## src/rtl/tt_sweep_pkg.sv

```systemverilog
// Shared types and helpers for the truth-table sweep controller.
package tt_sweep_pkg;

  localparam int TT_ROWS  = 16;
  localparam int TT_ROW_W = 4;

  typedef enum logic [2:0] {
    IDLE   = 3'd0,
    DRIVE  = 3'd1,
    SETTLE = 3'd2,
    SAMPLE = 3'd3,
    FINISH = 3'd4
  } tt_state_e;

  // Row of the most significant differing bit (bit 15 is row 0); 0 when equal.
  function automatic logic [TT_ROW_W-1:0] tt_first_mismatch(
    input logic [TT_ROWS-1:0] meas,
    input logic [TT_ROWS-1:0] exp_tt
  );
    logic [TT_ROWS-1:0]  diff;
    logic [TT_ROW_W-1:0] row;
    diff = meas ^ exp_tt;
    row  = '0;
    for (int i = 0; i < TT_ROWS; i++) begin
      if (diff[i]) row = TT_ROW_W'(TT_ROWS - 1 - i);
    end
    return row;
  endfunction

endpackage

```

## src/rtl/tt_sweep_controller_settle_timer.sv

```systemverilog
// Loadable settle down-counter; optional TT_SWEEP_STABILITY_CHECK_EN adds a
// flag marking the tail of the final stability window.
module tt_settle_timer #(
  parameter int unsigned WINDOW = 2
) (
  input  logic       clk,
  input  logic       rst,
  input  logic       load,
  input  logic [7:0] load_value,
  input  logic       dec,
  output logic       expired
`ifdef TT_SWEEP_STABILITY_CHECK_EN
  ,
  output logic       window_tail
`endif
);

  logic [7:0] count;

  always_ff @(posedge clk or posedge rst) begin
    if (rst) begin
      count <= '0;
    end else if (load) begin
      count <= load_value;
    end else if (dec && count != 8'd0) begin
      count <= count - 8'd1;
    end
  end

  assign expired = (count == 8'd1);

`ifdef TT_SWEEP_STABILITY_CHECK_EN
  // Window cycles after the first one, where a change can be observed.
  assign window_tail = (count != 8'd0) && (count < 8'(WINDOW));
`endif

endmodule

```

## src/rtl/tt_sweep_controller.sv

```systemverilog
// Exhaustive 16-row sweep of a 4-input circuit with truth-table compare.
// Optional output-stability monitor: TT_SWEEP_STABILITY_CHECK_EN.
module tt_sweep_controller
  import tt_sweep_pkg::*;
#(
  parameter int unsigned SETTLE_CYCLES = 4,
  parameter logic [15:0] EXPECTED_TT   = 16'h0643
) (
  input  logic        clk,
  input  logic        rst,
  input  logic        start,
  input  logic        abort,
  input  logic        out_sample,
  output logic        in1,
  output logic        in2,
  output logic        in3,
  output logic        in4,
  output logic        busy,
  output logic        done,
  output logic        pass,
  output logic [15:0] tt_result,
  output logic [3:0]  fail_row
`ifdef TT_SWEEP_STABILITY_CHECK_EN
  ,
  output logic        unstable
`endif
);

  generate
    if (SETTLE_CYCLES < 1 || SETTLE_CYCLES > 255) begin : g_bad_settle
      $error("tt_sweep_controller: SETTLE_CYCLES must be in 1..255");
    end
  endgenerate

  localparam int unsigned STAB_WIN = (SETTLE_CYCLES < 2) ? SETTLE_CYCLES : 2;

  tt_state_e             state;
  logic [TT_ROW_W-1:0]   row;
  logic [TT_ROW_W-1:0]   drive;
  logic                  settle_expired;

  assign {in1, in2, in3, in4} = drive;

`ifdef TT_SWEEP_STABILITY_CHECK_EN
  logic window_tail;
  logic out_prev;
  logic stab_glitch;

  tt_settle_timer #(.WINDOW(STAB_WIN)) u_settle_timer (
    .clk         (clk),
    .rst         (rst),
    .load        (state == DRIVE),
    .load_value  (8'(SETTLE_CYCLES)),
    .dec         (state == SETTLE),
    .expired     (settle_expired),
    .window_tail (window_tail)
  );

  always_ff @(posedge clk or posedge rst) begin
    if (rst) out_prev <= 1'b0;
    else     out_prev <= out_sample;
  end

  assign stab_glitch = (((state == SETTLE) && window_tail) || (state == SAMPLE))
                       && (out_sample != out_prev);
`else
  tt_settle_timer #(.WINDOW(STAB_WIN)) u_settle_timer (
    .clk        (clk),
    .rst        (rst),
    .load       (state == DRIVE),
    .load_value (8'(SETTLE_CYCLES)),
    .dec        (state == SETTLE),
    .expired    (settle_expired)
  );
`endif

  always_ff @(posedge clk or posedge rst) begin
    if (rst) begin
      state     <= IDLE;
      row       <= '0;
      drive     <= '0;
      busy      <= 1'b0;
      done      <= 1'b0;
      pass      <= 1'b0;
      tt_result <= '0;
      fail_row  <= '0;
`ifdef TT_SWEEP_STABILITY_CHECK_EN
      unstable  <= 1'b0;
`endif
    end else begin
      done <= 1'b0;
      if (state != IDLE && abort) begin
        // Partial capture in tt_result is deliberately kept.
        state <= IDLE;
        drive <= '0;
        busy  <= 1'b0;
        pass  <= 1'b0;
      end else begin
`ifdef TT_SWEEP_STABILITY_CHECK_EN
        if (stab_glitch) unstable <= 1'b1;
`endif
        case (state)
          IDLE: begin
            drive <= '0;
            if (start && !abort) begin
              state     <= DRIVE;
              row       <= '0;
              tt_result <= '0;
              pass      <= 1'b0;
              fail_row  <= '0;
              busy      <= 1'b1;
`ifdef TT_SWEEP_STABILITY_CHECK_EN
              unstable  <= 1'b0;
`endif
            end
          end
          DRIVE:  state <= SETTLE;
          SETTLE: if (settle_expired) state <= SAMPLE;
          SAMPLE: begin
            tt_result[4'd15 - row] <= out_sample;
            if (row == 4'd15) begin
              state <= FINISH;
            end else begin
              row   <= row + 4'd1;
              drive <= row + 4'd1;
              state <= DRIVE;
            end
          end
          FINISH: begin
            done     <= 1'b1;
            busy     <= 1'b0;
            drive    <= '0;
            fail_row <= tt_first_mismatch(tt_result, EXPECTED_TT);
`ifdef TT_SWEEP_STABILITY_CHECK_EN
            pass     <= (tt_result == EXPECTED_TT) && !unstable;
`else
            pass     <= (tt_result == EXPECTED_TT);
`endif
            state    <= IDLE;
          end
          default: state <= IDLE;
        endcase
      end
    end
  end

endmodule

```

## config.mk

```make
export PLATFORM = sky130hd
export DESIGN_NAME = tt_sweep_controller
export DESIGN_NICKNAME = d
export VERILOG_FILES = /design/src/rtl/tt_sweep_pkg.sv /design/src/rtl/tt_sweep_controller_settle_timer.sv /design/src/rtl/tt_sweep_controller.sv
export SDC_FILE = /design/constraint.sdc
export NUM_CORES = 1
export LEC_CHECK = 0
export ABC_CLOCK_PERIOD_IN_PS = 2130
export BUFFER_PORTS_ARGS = -buffer_cell sky130_fd_sc_hd__buf_2
export CAP_MARGIN = 20
export CORE_MARGIN = 2
export CORE_UTILIZATION = 57
export DETAILED_ROUTE_END_ITERATION = 10
export PLACE_DENSITY = 0.89
export SLEW_MARGIN = 30
export SYNTH_ARGS = -nofsm -noshare
export SYNTH_HDL_FRONTEND = slang
export SYNTH_SLANG_ARGS = --single-unit
```

## constraint.sdc

```tcl
create_clock -name clk -period 2.13 [get_ports clk]
set_input_delay 0.3195 -clock clk [delete_from_list [all_inputs] [get_ports clk]]
set_output_delay 0.3195 -clock clk [all_outputs]
set_load 0.02 [all_outputs]
```

### Word level (Yosys, flattened, before mapping)

Cells that the tools add are included.
W data, S select, Z words.

* $add $sub $neg: 3
* magnitude comparators: 2
* eq/ne operators: 12
* mux-type cells: 42
* bitwise logic cells: 2
* reductions and logical operators: 20

Operator list (count)
* $mux W4: 19
* $pmux W16 S2: 1
* $pmux W4 S2: 3
* $bwmux W16: 1
* $eq A16 B11 Y1 const B: 1
* $mux W16: 1
* $mux W8: 2
* $mux W3: 4
* $pmux W3 S4: 1
* $ne A3 B3 Y1 const B: 3
* $reduce_bool A3 Y1: 3
* $eq A8 B1 Y1 const B: 1
* $reduce_bool A8 Y1: 1
* $sub A8 B1 Y8 const B: 1
* $mux W1: 7
* $eq A3 B2 Y1 const B: 2
* $reduce_and A2 Y1: 3
* $reduce_and A3 Y1: 2
* $reduce_bool A2 Y1: 3
* $lt A4 B5 Y1 const B: 1
* $not A5 Y5: 1
* $add A4 B1 Y4 const B: 1
* $demux W1 S4: 1
* $eq A4 B4 Y1 const B: 1
* other kinds (12): 17

* register bits after elaboration: 42
* input bits: 5
* output and inout port bits: 27
* logic and storage cells: 90

### Logic depth before layout (Yosys ltp)

Gate-level depths: netlist of the first run.

* word-level depth: 18
* depth in mapped cells: 6
* gate-level depth less buffers: 6

### Modules after synthesis

From an unflattened synthesis of the first run, not the netlist that was laid out.

* cells, all modules: 270
* area, all modules: 2407.3 um2

By module, submodules not included
* tt_sweep_controller: times used 1, cells each 206, area each 1850.5 um2, seq. area each 850.8 um2
* tt_settle_timer: times used 1, cells each 64, area each 556.8 um2, seq. area each 200.2 um2

### Least setup slack after synthesis of the first run

OpenSTA, ideal clock, no wires.

* kind: reg2reg
* from: register u_settle_timer.count[0]
* to: register u_settle_timer.count[4]
* library setup time: 0.073 ns
* arrival: 1.627 ns
* data required time: 2.057 ns
* path slack: 0.430 ns
* stages on the path, launching flop included: 7
* path buffers: 0
* period minus slack after synthesis: 1.700 ns
* cells stage by stage: dfrtp_1 -> inv_1 -> ha_1 -> or3b_2 -> o211a_4 -> a21o_1 -> a21oi_2

* word-level cells in the longest chain between the ends: 3
* elaborated cells on any way between the ends: 6
* classes of those cells: add/sub (1); mux (2); reduce/logical (3)

RTL lines
* start: declaration: RTL line tt_sweep_controller_settle_timer.sv:18 `logic [7:0] count;`
* start signal: assignment: RTL line tt_sweep_controller_settle_timer.sv:24 `count <= load_value;`
* start signal: assignment: RTL line tt_sweep_controller_settle_timer.sv:26 `count <= count - 8'd1;`
* $sub A8 B1 Y8 / $reduce_bool A8 Y1 (equally long branches): RTL line tt_sweep_controller_settle_timer.sv:26, tt_sweep_controller_settle_timer.sv:25
* $mux W8 / $logic_and A1 B1 Y1 (equally long branches): RTL line tt_sweep_controller_settle_timer.sv:25 `end else if (dec && count != 8'd0) begin`
* $mux W8 / $reduce_bool A2 Y1 (equally long branches)

Parallel ways exist; a longest one is shown, timed or not. The select of a mux whose other input is x is not followed.
A chain may end at the register's enable or synchronous reset.

### Worst setup path after layout of the first run

Same ends and word-level chain as after synthesis.

==> results of run 1 <==
synthesized netlist by cell type, types with 3 or more instances:
cell type | instances | share of area [%]
sky130_fd_sc_hd__dfrtp_1 | 42 | 45
sky130_fd_sc_hd__xnor2_1 | 4 | 1.5
sky130_fd_sc_hd__o21ai_1 | 33 | 7.0
sky130_fd_sc_hd__a31oi_1 | 4 | 1.1
sky130_fd_sc_hd__o21ai_0 | 8 | 1.7
sky130_fd_sc_hd__a21oi_1 | 15 | 3.2
sky130_fd_sc_hd__nand3b_1 | 3 | 0.96
sky130_fd_sc_hd__mux2i_1 | 4 | 1.7
sky130_fd_sc_hd__o31ai_1 | 3 | 0.96
sky130_fd_sc_hd__nor4bb_1 | 3 | 1.3
sky130_fd_sc_hd__clkbuf_1 | 5 | 0.80
sky130_fd_sc_hd__nand3_1 | 8 | 1.7
sky130_fd_sc_hd__nor2_1 | 20 | 3.2
sky130_fd_sc_hd__nand2_1 | 22 | 3.5
sky130_fd_sc_hd__buf_2 | 3 | 0.64
sky130_fd_sc_hd__nand4_1 | 3 | 0.80
sky130_fd_sc_hd__nor3_1 | 4 | 0.85
sky130_fd_sc_hd__ha_1 | 7 | 3.7
sky130_fd_sc_hd__nand2b_1 | 8 | 2.1
sky130_fd_sc_hd__nor2b_1 | 6 | 1.6
sky130_fd_sc_hd__nor3b_1 | 3 | 0.96
sky130_fd_sc_hd__inv_1 | 8 | 1.3
layout make-up:
type,instances,area (µm²)
clock buffer,5,68.8
clock inverter,3,68.8
fill,319,1280
inverter,8,30.0
multi-input combinational,194,1210
sequential,42,1050
tap,50,62.6
timing repair buffer,36,193
routing by layer:
layer / part of all wire [%] / GRT usage (%) / up-vias
met1: 45 / 34.0 / 970
met3: 5.3 / 5.59 / 17
met5: 0 / 0 / -
met4: 2.9 / 13.3 / 0
met2: 47 / 38.7 / 77
li1: - / - / 981
power by group:
group,switching [mW],internal (mW)
logic,0.329,0.222
clock network,0.286,0.470
registers,0.101,0.874
total,0.716,1.57
state kept, by name, indices dropped and copies added (netlist names):
signal                count
fail_row                  4
pass                      1
done                      1
row                       4
busy                      1
tt_result                16
u_settle_timer.count      8
drive                     4
state                     3
cell families after synthesis:
family | share of synthesized area (%)
xor gates and xnor gates | 1.87
muxes | 1.71
AOI/OAI and AO/OA | 22.2
and+or+nand+nor | 22.1
buffers and inverters | 3.52
DFF | 44.8
adders and majority gates | 3.73
critical path: stages (launching register included):
cell,delay (ns)
sky130_fd_sc_hd__dfrtp_1,0.44
sky130_fd_sc_hd__inv_1,0.10
sky130_fd_sc_hd__ha_1,0.14
sky130_fd_sc_hd__or3b_2,0.49
sky130_fd_sc_hd__o211a_4,0.27
sky130_fd_sc_hd__a21o_1,0.19
sky130_fd_sc_hd__a21oi_2,0.12
path summary, 6_finish.rpt:
check / startpoint / to / slack, ns / cells past startpoint
worst max-delay path: u_settle_timer.count[0] / u_settle_timer.count[4] / 0.30 / 6
min in group clk: out_sample / tt_result[0] / 0.30 / 2
worst min-delay path: rst / fail_row[1] / 0.13 / 3
worst min register to register: fail_row[2] / fail_row[2] / 0.48 / 2
worst max register to register: u_settle_timer.count[0] / u_settle_timer.count[4] / 0.30 / 6
max in group asynchronous: rst / tt_result[6] / 1.62 / 3
==> impl_metrics.sql, run 1 <==
INSERT INTO impl_metrics (metric_group, metric, value, unit) VALUES
('cells_and_area', 'final_common_cell', 'sky130_fd_sc_hd__dfrtp_1', ''),
('synth', 'synth_cell_type_count', '54', ''),
('sta', 'final_hold_viol_count', '0', ''),
('sta', 'final_cycle_utilization_of_the_critical_path', '85.8', '%'),
('floorplan', 'io_pins', '32', ''),
('worst_setup_path', 'setup.worst_path.start_class', 'register', ''),
('synth', 'yosys_warnings', '0', ''),
('detailed_routing', 'finalWirelength', '5.33', 'mm'),
('sta', 'final.hold.worst_slack', '0.131', 'ns'),
('clocking', 'ctsHoldBuffers', '0', ''),
('synth', 'postSynth.asyncResetShare', '100', '%'),
('synth', 'postSynthRegisterBits', '42', ''),
('sta', 'final_number_of_max_transition_violations', '0', ''),
('cells_and_area', 'layout.cells.most_common_list', '42 x sky130_fd_sc_hd__dfrtp_1, 33 x sky130_fd_sc_hd__o21ai_1, 31 x sky130_fd_sc_hd__buf_2', ''),
('sta', 'final.setup.worst_slack', '0.302', 'ns'),
('synth', 'post_synthesis_instance_total', '254', ''),
('clocking', 'postCtsSetupBuffers', '0', ''),
('synth', 'synthesis.area', '0.00235', 'mm²'),
('global_routing', 'global_route.overflow_total', '0', ''),
('synth', 'net_count_of_the_mapped_netlist', '266', ''),
('global_routing', 'grt_first_pass_wirelength', '8.69', 'mm'),
('cells_and_area', 'final_layout_size_suffix_gt1_share', '19.8', '%'),
('worst_setup_path', 'end_kind', 'register', ''),
('sta', 'min_period', '1.83', 'ns'),
('detailed_routing', 'ratio_of_routed_vias_to_standard_cells', '6.05', ''),
('cells_and_area', 'layout.cells.non_filler', '338', ''),
('detailed_routing', 'ant_nets', '0', ''),
('worst_setup_path', 'critPathMaxFanout', '5', ''),
('global_routing', 'grt_max_degree', '43', ''),
('clocking', 'clock_sink_count', '42', ''),
('floorplan', 'die_area', '0.00465', 'mm²'),
('worst_setup_path', 'timing_worst_setup_path_type', 'reg2reg', ''),
('sta', 'unrepaired_setup_endpoints_after_global_routing', 'false', ''),
('placed_design', 'gp_congestion', '0.891', ''),
('placed_design', 'post-place-cells', '330', ''),
('global_routing', 'first_global_vias', '1868', ''),
('placed_design', 'place_ws', '0.334', 'ns'),
('clocking', 'clock_network_latency_to_the_later_pin_of_the_worst_skew_pair', '0.30', 'ns'),
('power', 'finalPower', '2.28', 'mW'),
('detailed_routing', 'via_count', '2045', ''),
('placed_design', 'place.port_buffers', '31', ''),
('power', 'max-vdd-ir-drop', '0.487', 'mV'),
('job', 'maxCapViolCount', '0', ''),
('power', 'cellLeakagePower', '1.25', 'nW'),
('detailed_routing', 'post-route-drc-count', '0', ''),
('synth', 'synth_edf_count', '0', ''),
('floorplan', 'core_area', '0.00397', 'mm²'),
('sta', 'timing.setup.tns', '0', 'ns'),
('clocking', 'cts_buffer_depth', '2', ''),
('synth', 'synthFlopType', 'sky130_fd_sc_hd__dfrtp_1', ''),
('synth', 'syn_avg_cell_area', '9.24', 'µm²'),
('cells_and_area', 'utilization', '67.6', '%'),
('cells_and_area', 'antenna_cells', '0', ''),
('clocking', 'worst_setup_hold_path_clk_slew', '0.08', 'ns'),
('clocking', 'cts-resized-gates', '0', ''),
('floorplan', 'rows', '23', ''),
('clocking', 'tritoncts', 'done', ''),
('cells_and_area', 'flow.area_growth_from_synthesis', '14.5', '%'),
('detailed_routing', 'drt_iter0_markers', '167', ''),
('worst_setup_path', 'worstPathArrival', '2.06', 'ns'),
('floorplan', 'initial_core_utilization', '59.1', '%'),
('status', 'status', 'finished, final reports clean', ''),
('worst_setup_path', 'worst-endpoint-required', '2.36', 'ns'),
('hold_path', 'timing.hold.worst.class', 'in2async', ''),
('detailed_routing', 'detail_route.wl_per_cell', '15.8', 'µm'),
('power', 'power_density', '849', 'mW/mm²'),
('clocking', 'cts_made_buffers', '5', ''),
('sta', 'maxClockFrequency', '547', 'MHz'),
('global_routing', 'gr-usage-all-layers', '25.5', '%'),
('cells_and_area', 'finish.instance_area', '0.00269', 'mm²'),
('synth', 'yosysSeqAreaShare', '44.8', '%');
Note: power is estimated with default switching activity, not from simulation.
==> run 2, diff against run 1 <==
--- a/config.mk
+++ b/config.mk
@@ -8,10 +8,9 @@
 export ABC_CLOCK_PERIOD_IN_PS = 2130
 export BUFFER_PORTS_ARGS = -buffer_cell sky130_fd_sc_hd__buf_2
 export CAP_MARGIN = 20
-export CORE_MARGIN = 2
-export CORE_UTILIZATION = 57
+export CORE_UTILIZATION = 55
 export DETAILED_ROUTE_END_ITERATION = 10
-export PLACE_DENSITY = 0.89
+export PLACE_DENSITY = 0.87
 export SLEW_MARGIN = 30
 export SYNTH_ARGS = -nofsm -noshare
 export SYNTH_HDL_FRONTEND = slang
==> constraint.sdc (replaced) <==
create_clock -name clk -period 2.13 [get_ports clk]
set_input_delay 0.3195 -clock clk [delete_from_list [all_inputs] [get_ports clk]]
set_output_delay 0.3195 -clock clk [all_outputs]
set_load 0.1 [all_outputs]
==> impl_metrics.sql, run 2 (synthesized netlist as in run 1, its figures left out) <==
INSERT INTO impl_metrics (metric_group, metric, value, unit) VALUES
('clocking', 'clock_sink_count', '42', ''),
('floorplan', 'fp.dieW', '67.3', 'µm'),
('sta', 'final-setup-viol-count', '0', ''),
('placed_design', 'place_ws', '0.316', 'ns'),
('worst_setup_path', 'critPathMaxFanout', '5', ''),
('floorplan', 'rows', '23', ''),
('global_routing', 'gr-max-usage-layer', 'met2', ''),
('clocking', 'clock_tree.htree_level_count', '2', ''),
('global_routing', 'gr-usage-all-layers', '27.0', '%'),
('cells_and_area', 'finish.instance_area', '0.00264', 'mm²'),
('clocking', 'worst_setup_hold_path_clk_slew', '0.08', 'ns'),
('floorplan', 'io_pins', '32', ''),
('detailed_routing', 'ant_nets', '0', ''),
('hold_path', 'timing.hold.worst.class', 'in2async', ''),
('placed_design', 'hpwlAfterDp', '3.86', 'mm'),
('global_routing', 'grt_use_met2', '44.3', '%'),
('cells_and_area', 'layout.cells.non_filler', '338', ''),
('cells_and_area', 'final_common_cell', 'sky130_fd_sc_hd__dfrtp_1', ''),
('clocking', 'cts_buffer_depth', '2', ''),
('clocking', 'postCtsSetupBuffers', '0', ''),
('clocking', 'clock_tree.root_cell', 'sky130_fd_sc_hd__clkbuf_8', ''),
('worst_setup_path', 'timing_worst_setup_path_type', 'reg2reg', ''),
('power', 'max-vdd-ir-drop', '0.459', 'mV'),
('cells_and_area', 'regMostFlops', 'tt_result', ''),
('worst_setup_path', 'worstPathArrival', '2.05', 'ns'),
('sta', 'timing.setup.tns', '0', 'ns'),
('worst_setup_path', 'worst_case_reg_to_reg_path_depth', '6', ''),
('sta', 'min_period', '1.81', 'ns'),
('global_routing', 'first_global_vias', '1933', ''),
('cells_and_area', 'biggestRegsByFlops', 'tt_result: 16 flops, u_settle_timer.count: 8 flops', ''),
('cells_and_area', 'largest_register_ff_count', '16', ''),
('sta', 'final.setup.worst_slack', '0.318', 'ns'),
('detailed_routing', 'finalWirelength', '5.28', 'mm'),
('placed_design', 'post-place-cells', '330', ''),
('sta', 'finalClockSkew', '0.00494', 'ns'),
('cells_and_area', 'flow.area_growth_from_synthesis', '12.5', '%'),
('floorplan', 'core_area', '0.00406', 'mm²'),
('sta', 'maxClockFrequency', '552', 'MHz'),
('floorplan', 'die_area', '0.00453', 'mm²'),
('placed_design', 'place_area', '0.00255', 'mm²'),
('clocking', 'cts-resized-gates', '0', ''),
('sta', 'final_number_of_max_transition_violations', '0', ''),
('floorplan', 'initial_core_utilization', '57.8', '%'),
('placed_design', 'place.port_buffers', '31', ''),
('floorplan', 'die_h', '67.3', 'µm'),
('global_routing', 'global_route.usage.met1', '33.9', '%'),
('placed_design', 'gp_congestion', '0.862', ''),
('detailed_routing', 'post-route-drc-count', '0', ''),
('clocking', 'clock_network_latency_to_the_later_pin_of_the_worst_skew_pair', '0.30', 'ns'),
('status', 'status', 'finished, final reports clean', ''),
('detailed_routing', 'via_count', '2032', ''),
('clocking', 'tritoncts', 'done', ''),
('power', 'finalPower', '2.13', 'mW'),
('global_routing', 'global_route.overflow_total', '0', ''),
('detailed_routing', 'detail_route.wl_per_cell', '15.6', 'µm'),
('power', 'cellLeakagePower', '1.23', 'nW'),
('cells_and_area', 'nets', '299', ''),
('detailed_routing', 'ratio_of_routed_vias_to_standard_cells', '6.01', ''),
('cells_and_area', 'fill_cells', '339', ''),
('cells_and_area', 'final_layout_size_suffix_gt1_share', '19.4', '%'),
('worst_setup_path', 'end_kind', 'register', ''),
('power', 'power_density', '806', 'mW/mm²'),
('global_routing', 'grt_max_degree', '43', ''),
('job', 'maxCapViolCount', '0', ''),
('worst_setup_path', 'worst-endpoint-required', '2.37', 'ns'),
('detailed_routing', 'drt_iter0_markers', '201', ''),
('global_routing', 'grt_antenna_before_repair', '0', ''),
('clocking', 'cts_made_buffers', '5', ''),
('sta', 'final_cycle_utilization_of_the_critical_path', '85.1', '%'),
('global_routing', 'grt_first_pass_wirelength', '8.96', 'mm'),
('cells_and_area', 'antenna_cells', '0', ''),
('cells_and_area', 'layout.cells.most_common_list', '42 x sky130_fd_sc_hd__dfrtp_1, 33 x sky130_fd_sc_hd__o21ai_1, 31 x sky130_fd_sc_hd__buf_2', ''),
('sta', 'worstMarginPinSlew', '0.532', 'ns'),
('sta', 'unrepaired_setup_endpoints_after_global_routing', 'false', ''),
('detailed_routing', 'detailedRoute.firstPassIterationCount', '4', ''),
('global_routing', 'met3_routing_resource_usage_after_global_routing', '6.93', '%'),
('worst_setup_path', 'setup.worst_path.start_class', 'register', ''),
('clocking', 'ctsHoldBuffers', '0', ''),
('sta', 'final_hold_viol_count', '0', ''),
('sta', 'max_slew_headroom', '63.6', '%');
[run 2: cell types whose count changed in the layout (fill, tap and decap cells not counted)]
cell / delta
sky130_fd_sc_hd__bufinv_16: -2
sky130_fd_sc_hd__clkbuf_1: +1
sky130_fd_sc_hd__clkbuf_8: +1
sky130_fd_sc_hd__clkinv_2: +1
sky130_fd_sc_hd__clkinv_4: -1
[run 2: final timing paths]
kind                                    startpoint                      end  slack (ns)
setup / recovery           u_settle_timer.count[0]  u_settle_timer.count[4]        0.32
hold / removal                                 rst                     pass        0.14
setup reg to reg           u_settle_timer.count[0]  u_settle_timer.count[4]        0.32
hold reg to reg                        fail_row[2]              fail_row[2]        0.49
max in group asynchronous                      rst             tt_result[6]        1.64
min in group clk                        out_sample             tt_result[0]        0.30
[run 2: power breakdown]
group / leakage, nW / internal [mW] / total (mW) / switching (mW)
sequential: 0.574 / 0.875 / 0.977 / 0.103
combinational: 0.606 / 0.221 / 0.618 / 0.397
clock: 0.0482 / 0.261 / 0.531 / 0.270
total: 1.23 / 1.36 / 2.13 / 0.770
[run 2: critical path, stage by stage, from the launching register on]
cell and delay, ns:
sky130_fd_sc_hd__dfrtp_1 0.45, sky130_fd_sc_hd__inv_1 0.11, sky130_fd_sc_hd__ha_1 0.14, sky130_fd_sc_hd__or3b_2 0.48, sky130_fd_sc_hd__o211a_4 0.27, sky130_fd_sc_hd__a21o_1 0.19, sky130_fd_sc_hd__a21oi_2 0.12
[run 2: layout make-up]
cell class	instances	area, µm²	share of cell area [%]
Tap cell	50	62.6	2.37
Sequential cell	42	1050	39.8
Clock buffer	7	86.3	3.27
Inverter	8	30.0	1.14
Clock inverter	1	5.00	0.190
Multi-Input combinational cell	194	1210	45.9
Timing Repair Buffer	36	193	7.30
[run 2: metal layers]
layer / vias to the layer above / routed length, µm
met3: 10 / 242
met1: 978 / 2330
li1: 991 / -
met2: 53 / 2600
met4: 0 / 114
met5: - / 0
[run 2: per-stage QoR]
step	hold WS (ns)	util (%)
final	0.138	65.1
after global routing	0.183	65.1
after CTS	0.150	65.1
after detailed placement	0.475	62.8
after global placement	0.460	62.8
after floorplan	0.479	-
==> run 3, diff against run 2 <==
--- a/config.mk
+++ b/config.mk
@@ -14,4 +14,5 @@
 export SLEW_MARGIN = 30
 export SYNTH_ARGS = -nofsm -noshare
 export SYNTH_HDL_FRONTEND = slang
+export SYNTH_HIERARCHICAL = 1
 export SYNTH_SLANG_ARGS = --single-unit
==> impl_metrics.sql, run 3 <==
INSERT INTO impl_metrics (metric_group, metric, value, unit) VALUES
('clocking', 'clock_tree.htree_level_count', '2', ''),
('detailed_routing', 'detail_route.wl_per_cell', '15.3', 'µm'),
('cells_and_area', 'layout.cells.most_common_list', '42 x sky130_fd_sc_hd__dfrtp_1, 31 x sky130_fd_sc_hd__buf_2, 24 x sky130_fd_sc_hd__o21ai_0', ''),
('global_routing', 'grt_max_degree', '35', ''),
('cells_and_area', 'finish.instance_area', '0.00276', 'mm²'),
('clocking', 'worst_setup_hold_path_clk_slew', '0.08', 'ns'),
('synth', 'synth_cell_type_count', '52', ''),
('sta', 'maxClockFrequency', '527', 'MHz'),
('sta', 'unrepaired_setup_endpoints_after_global_routing', 'false', ''),
('cells_and_area', 'fill_cells', '352', ''),
('global_routing', 'grt_antenna_before_repair', '0', ''),
('worst_setup_path', 'worst_case_reg_to_reg_path_depth', '3', ''),
('cells_and_area', 'flow.area_growth_from_synthesis', '14.6', '%'),
('clocking', 'cts_made_buffers', '5', ''),
('synth', 'synth.top_cell.area_share', '43.7', '%'),
('clocking', 'tritoncts', 'done', ''),
('cells_and_area', 'antenna_cells', '0', ''),
('sta', 'final-setup-viol-count', '0', ''),
('synth', 'synthesis.area', '0.00241', 'mm²'),
('sta', 'worstMarginPinSlew', '0.918', 'ns'),
('clocking', 'clock_tree.root_cell', 'sky130_fd_sc_hd__clkbuf_8', ''),
('sta', 'final_cycle_utilization_of_the_critical_path', '89.1', '%'),
('synth', 'post_synthesis_instance_total', '270', ''),
('detailed_routing', 'ant_nets', '0', ''),
('detailed_routing', 'ratio_of_routed_vias_to_standard_cells', '6.10', ''),
('power', 'cellLeakagePower', '1.25', 'nW'),
('synth', 'postSynthRegisterBits', '42', ''),
('floorplan', 'core_area', '0.00412', 'mm²'),
('global_routing', 'grt_first_pass_wirelength', '8.76', 'mm'),
('worst_setup_path', 'end_kind', 'register', ''),
('power', 'combPwrFrac', '24.0', '%'),
('worst_setup_path', 'timing_worst_setup_path_type', 'reg2reg', ''),
('synth', 'syn_avg_cell_area', '8.92', 'µm²'),
('cells_and_area', 'final_common_cell', 'sky130_fd_sc_hd__dfrtp_1', ''),
('sta', 'timing.setup.tns', '0', 'ns'),
('cells_and_area', 'final_layout_size_suffix_gt1_share', '18.1', '%'),
('detailed_routing', 'finalWirelength', '5.52', 'mm'),
('sta', 'finalClockSkew', '0.0111', 'ns'),
('placed_design', 'hpwlAfterDp', '3.97', 'mm'),
('sta', 'final_number_of_max_transition_violations', '0', ''),
('synth', 'yosysSeqAreaShare', '43.7', '%'),
('synth', 'synth_area_leaders', 'sky130_fd_sc_hd__dfrtp_1 44%, sky130_fd_sc_hd__o21ai_0 5.0%, sky130_fd_sc_hd__o21ai_1 4.0%', ''),
('clocking', 'cts_buffer_depth', '2', ''),
('sta', 'final.hold.worst_slack', '0.284', 'ns'),
('floorplan', 'fp.dieW', '68.2', 'µm'),
('hold_path', 'timing.hold.worst_path_depth', '3', ''),
('placed_design', 'place_area', '0.00264', 'mm²'),
('power', 'power_density', '759', 'mW/mm²'),
('floorplan', 'io_pins', '32', ''),
('power', 'finalPower', '2.09', 'mW'),
('floorplan', 'initial_core_utilization', '58.5', '%'),
('worst_setup_path', 'setup.worst_path.start_class', 'register', ''),
('synth', 'postSynth.asyncResetShare', '100', '%'),
('synth', 'yosys_warnings', '6', ''),
('detailed_routing', 'drt_iter0_markers', '199', ''),
('power', 'max-vdd-ir-drop', '0.467', 'mV'),
('power', 'switching_share', '33.7', '%'),
('placed_design', 'gp_congestion', '0.830', ''),
('cells_and_area', 'regMostFlops', 'tt_result', ''),
('detailed_routing', 'detailedRoute.firstPassIterationCount', '4', ''),
('power', 'clock_group_share_of_total_power', '28.4', '%'),
('synth', 'synth_most_common_cell', 'sky130_fd_sc_hd__dfrtp_1', ''),
('worst_setup_path', 'worstPathArrival', '2.11', 'ns'),
('hold_path', 'timing.hold.worst.class', 'in2reg', ''),
('global_routing', 'first_global_vias', '1910', ''),
('status', 'status', 'finished, final reports clean', ''),
('cells_and_area', 'largest_register_ff_count', '16', ''),
('clocking', 'clock_network_latency_to_the_later_pin_of_the_worst_skew_pair', '0.30', 'ns'),
('sta', 'min_period', '1.90', 'ns'),
('floorplan', 'die_h', '68.2', 'µm'),
('worst_setup_path', 'worst-endpoint-required', '2.35', 'ns'),
('worst_setup_path', 'critPathMaxFanout', '10', ''),
('job', 'maxCapViolCount', '0', ''),
('sta', 'max_slew_headroom', '38.4', '%'),
('synth', 'synth_edf_count', '0', ''),
('power', 'p_seq_share', '47.6', '%'),
('global_routing', 'global_route.overflow_total', '0', ''),
('clocking', 'clock_sink_count', '42', ''),
('detailed_routing', 'post-route-drc-count', '0', ''),
('synth', 'top_post_synthesis_cells_by_count', '42 x sky130_fd_sc_hd__dfrtp_1, 24 x sky130_fd_sc_hd__o21ai_0, 23 x sky130_fd_sc_hd__nor2_1', ''),
('cells_and_area', 'nets', '321', ''),
('synth', 'synthFlopType', 'sky130_fd_sc_hd__dfrtp_1', ''),
('power', 'internal-power', '1.39', 'mW'),
('synth', 'synth_largest_area_cell', 'sky130_fd_sc_hd__dfrtp_1', ''),
('floorplan', 'rows', '23', ''),
('cells_and_area', 'biggestRegsByFlops', 'tt_result: 16 flops, u_settle_timer/count: 8 flops', ''),
('global_routing', 'gr-usage-all-layers', '25.6', '%'),
('floorplan', 'die_area', '0.00465', 'mm²'),
('placed_design', 'place.port_buffers', '31', ''),
('power', 'p_switching', '0.706', 'mW'),
('detailed_routing', 'via_count', '2197', ''),
('sta', 'final_hold_viol_count', '0', '');
## run 3: cell families (layout without fill, tap and decap cells)
| logic type | after synthesis | count (layout) | share of synthesized area, % |
|---|---|---|---|
| buf+inv | 27 | 61 | 4.94 |
| other cells | 2 | 8 | 0.312 |
| fa+ha+maj | 7 | 7 | 3.64 |
| mux | 2 | 2 | 0.832 |
| flops | 42 | 42 | 43.7 |
| xor+xnor | 3 | 3 | 1.09 |
| compound gates | 91 | 91 | 22.5 |
| simple gates | 96 | 96 | 23.1 |
## run 3: layout make-up
cell class                      instances  area, µm²  share of cell area, %
Multi-Input combinational cell        207       1260                   45.7
Sequential cell                        42       1050                   38.1
Timing Repair Buffer                   40        225                   8.17
Clock buffer                            8        110                   3.99
Inverter                               13       48.8                   1.77
Tap cell                               50       62.6                   2.27
## run 3: final timing paths
kind | startpoint | end | slack, ns
max | u_settle_timer/count[2] | u_settle_timer/count[6] | 0.23
min | out_sample | tt_result[0] | 0.28
max reg2reg | u_settle_timer/count[2] | u_settle_timer/count[6] | 0.23
min reg2reg | fail_row[3] | fail_row[3] | 0.47
max in group asynchronous | rst | drive[1] | 1.15
min in group asynchronous | rst | u_settle_timer/count[5] | 0.51
## run 3: critical path, cell delays in order, from the launching register on
cell and delay, ns:
sky130_fd_sc_hd__dfrtp_1 0.43, sky130_fd_sc_hd__or4_1 0.69, sky130_fd_sc_hd__or4_1 0.54, sky130_fd_sc_hd__a31oi_1 0.16
## run 3: repair_timing
action	CTS	global route
hold buffers	1	0
gates resized for setup	0	0
setup buffers	0	0
hold endpoints to repair	8	0
## run 3: power by group through the flow
stage                     sequential (mW)  clock [mW]  combinational [mW]
after floorplan                      1.03           0               0.351
after global placement               1.00           0               0.472
after detailed placement             1.00           0               0.493
after CTS                           0.989       0.607               0.499
after global routing                 1.01       0.642               0.559
final                               0.995       0.595               0.503
## run 3: stage by stage
step                setup WS (ns)  utilization [%]  instances
detailed placement          0.233             64.1        351
global route               0.0652             67.0        360
global placement            0.275             64.1        351
finish                      0.233             67.0        360
CTS                         0.233             67.0        360
floorplan                   0.117                -        276
## run 3: layer usage
layer	GRT usage (%)	share of wire, %	vias to the layer above
met2	39.5	46	89
met5	0	0	-
met3	5.33	5.6	8
li1	-	-	1052
met4	9.64	1.2	0
met1	35.3	47	1048
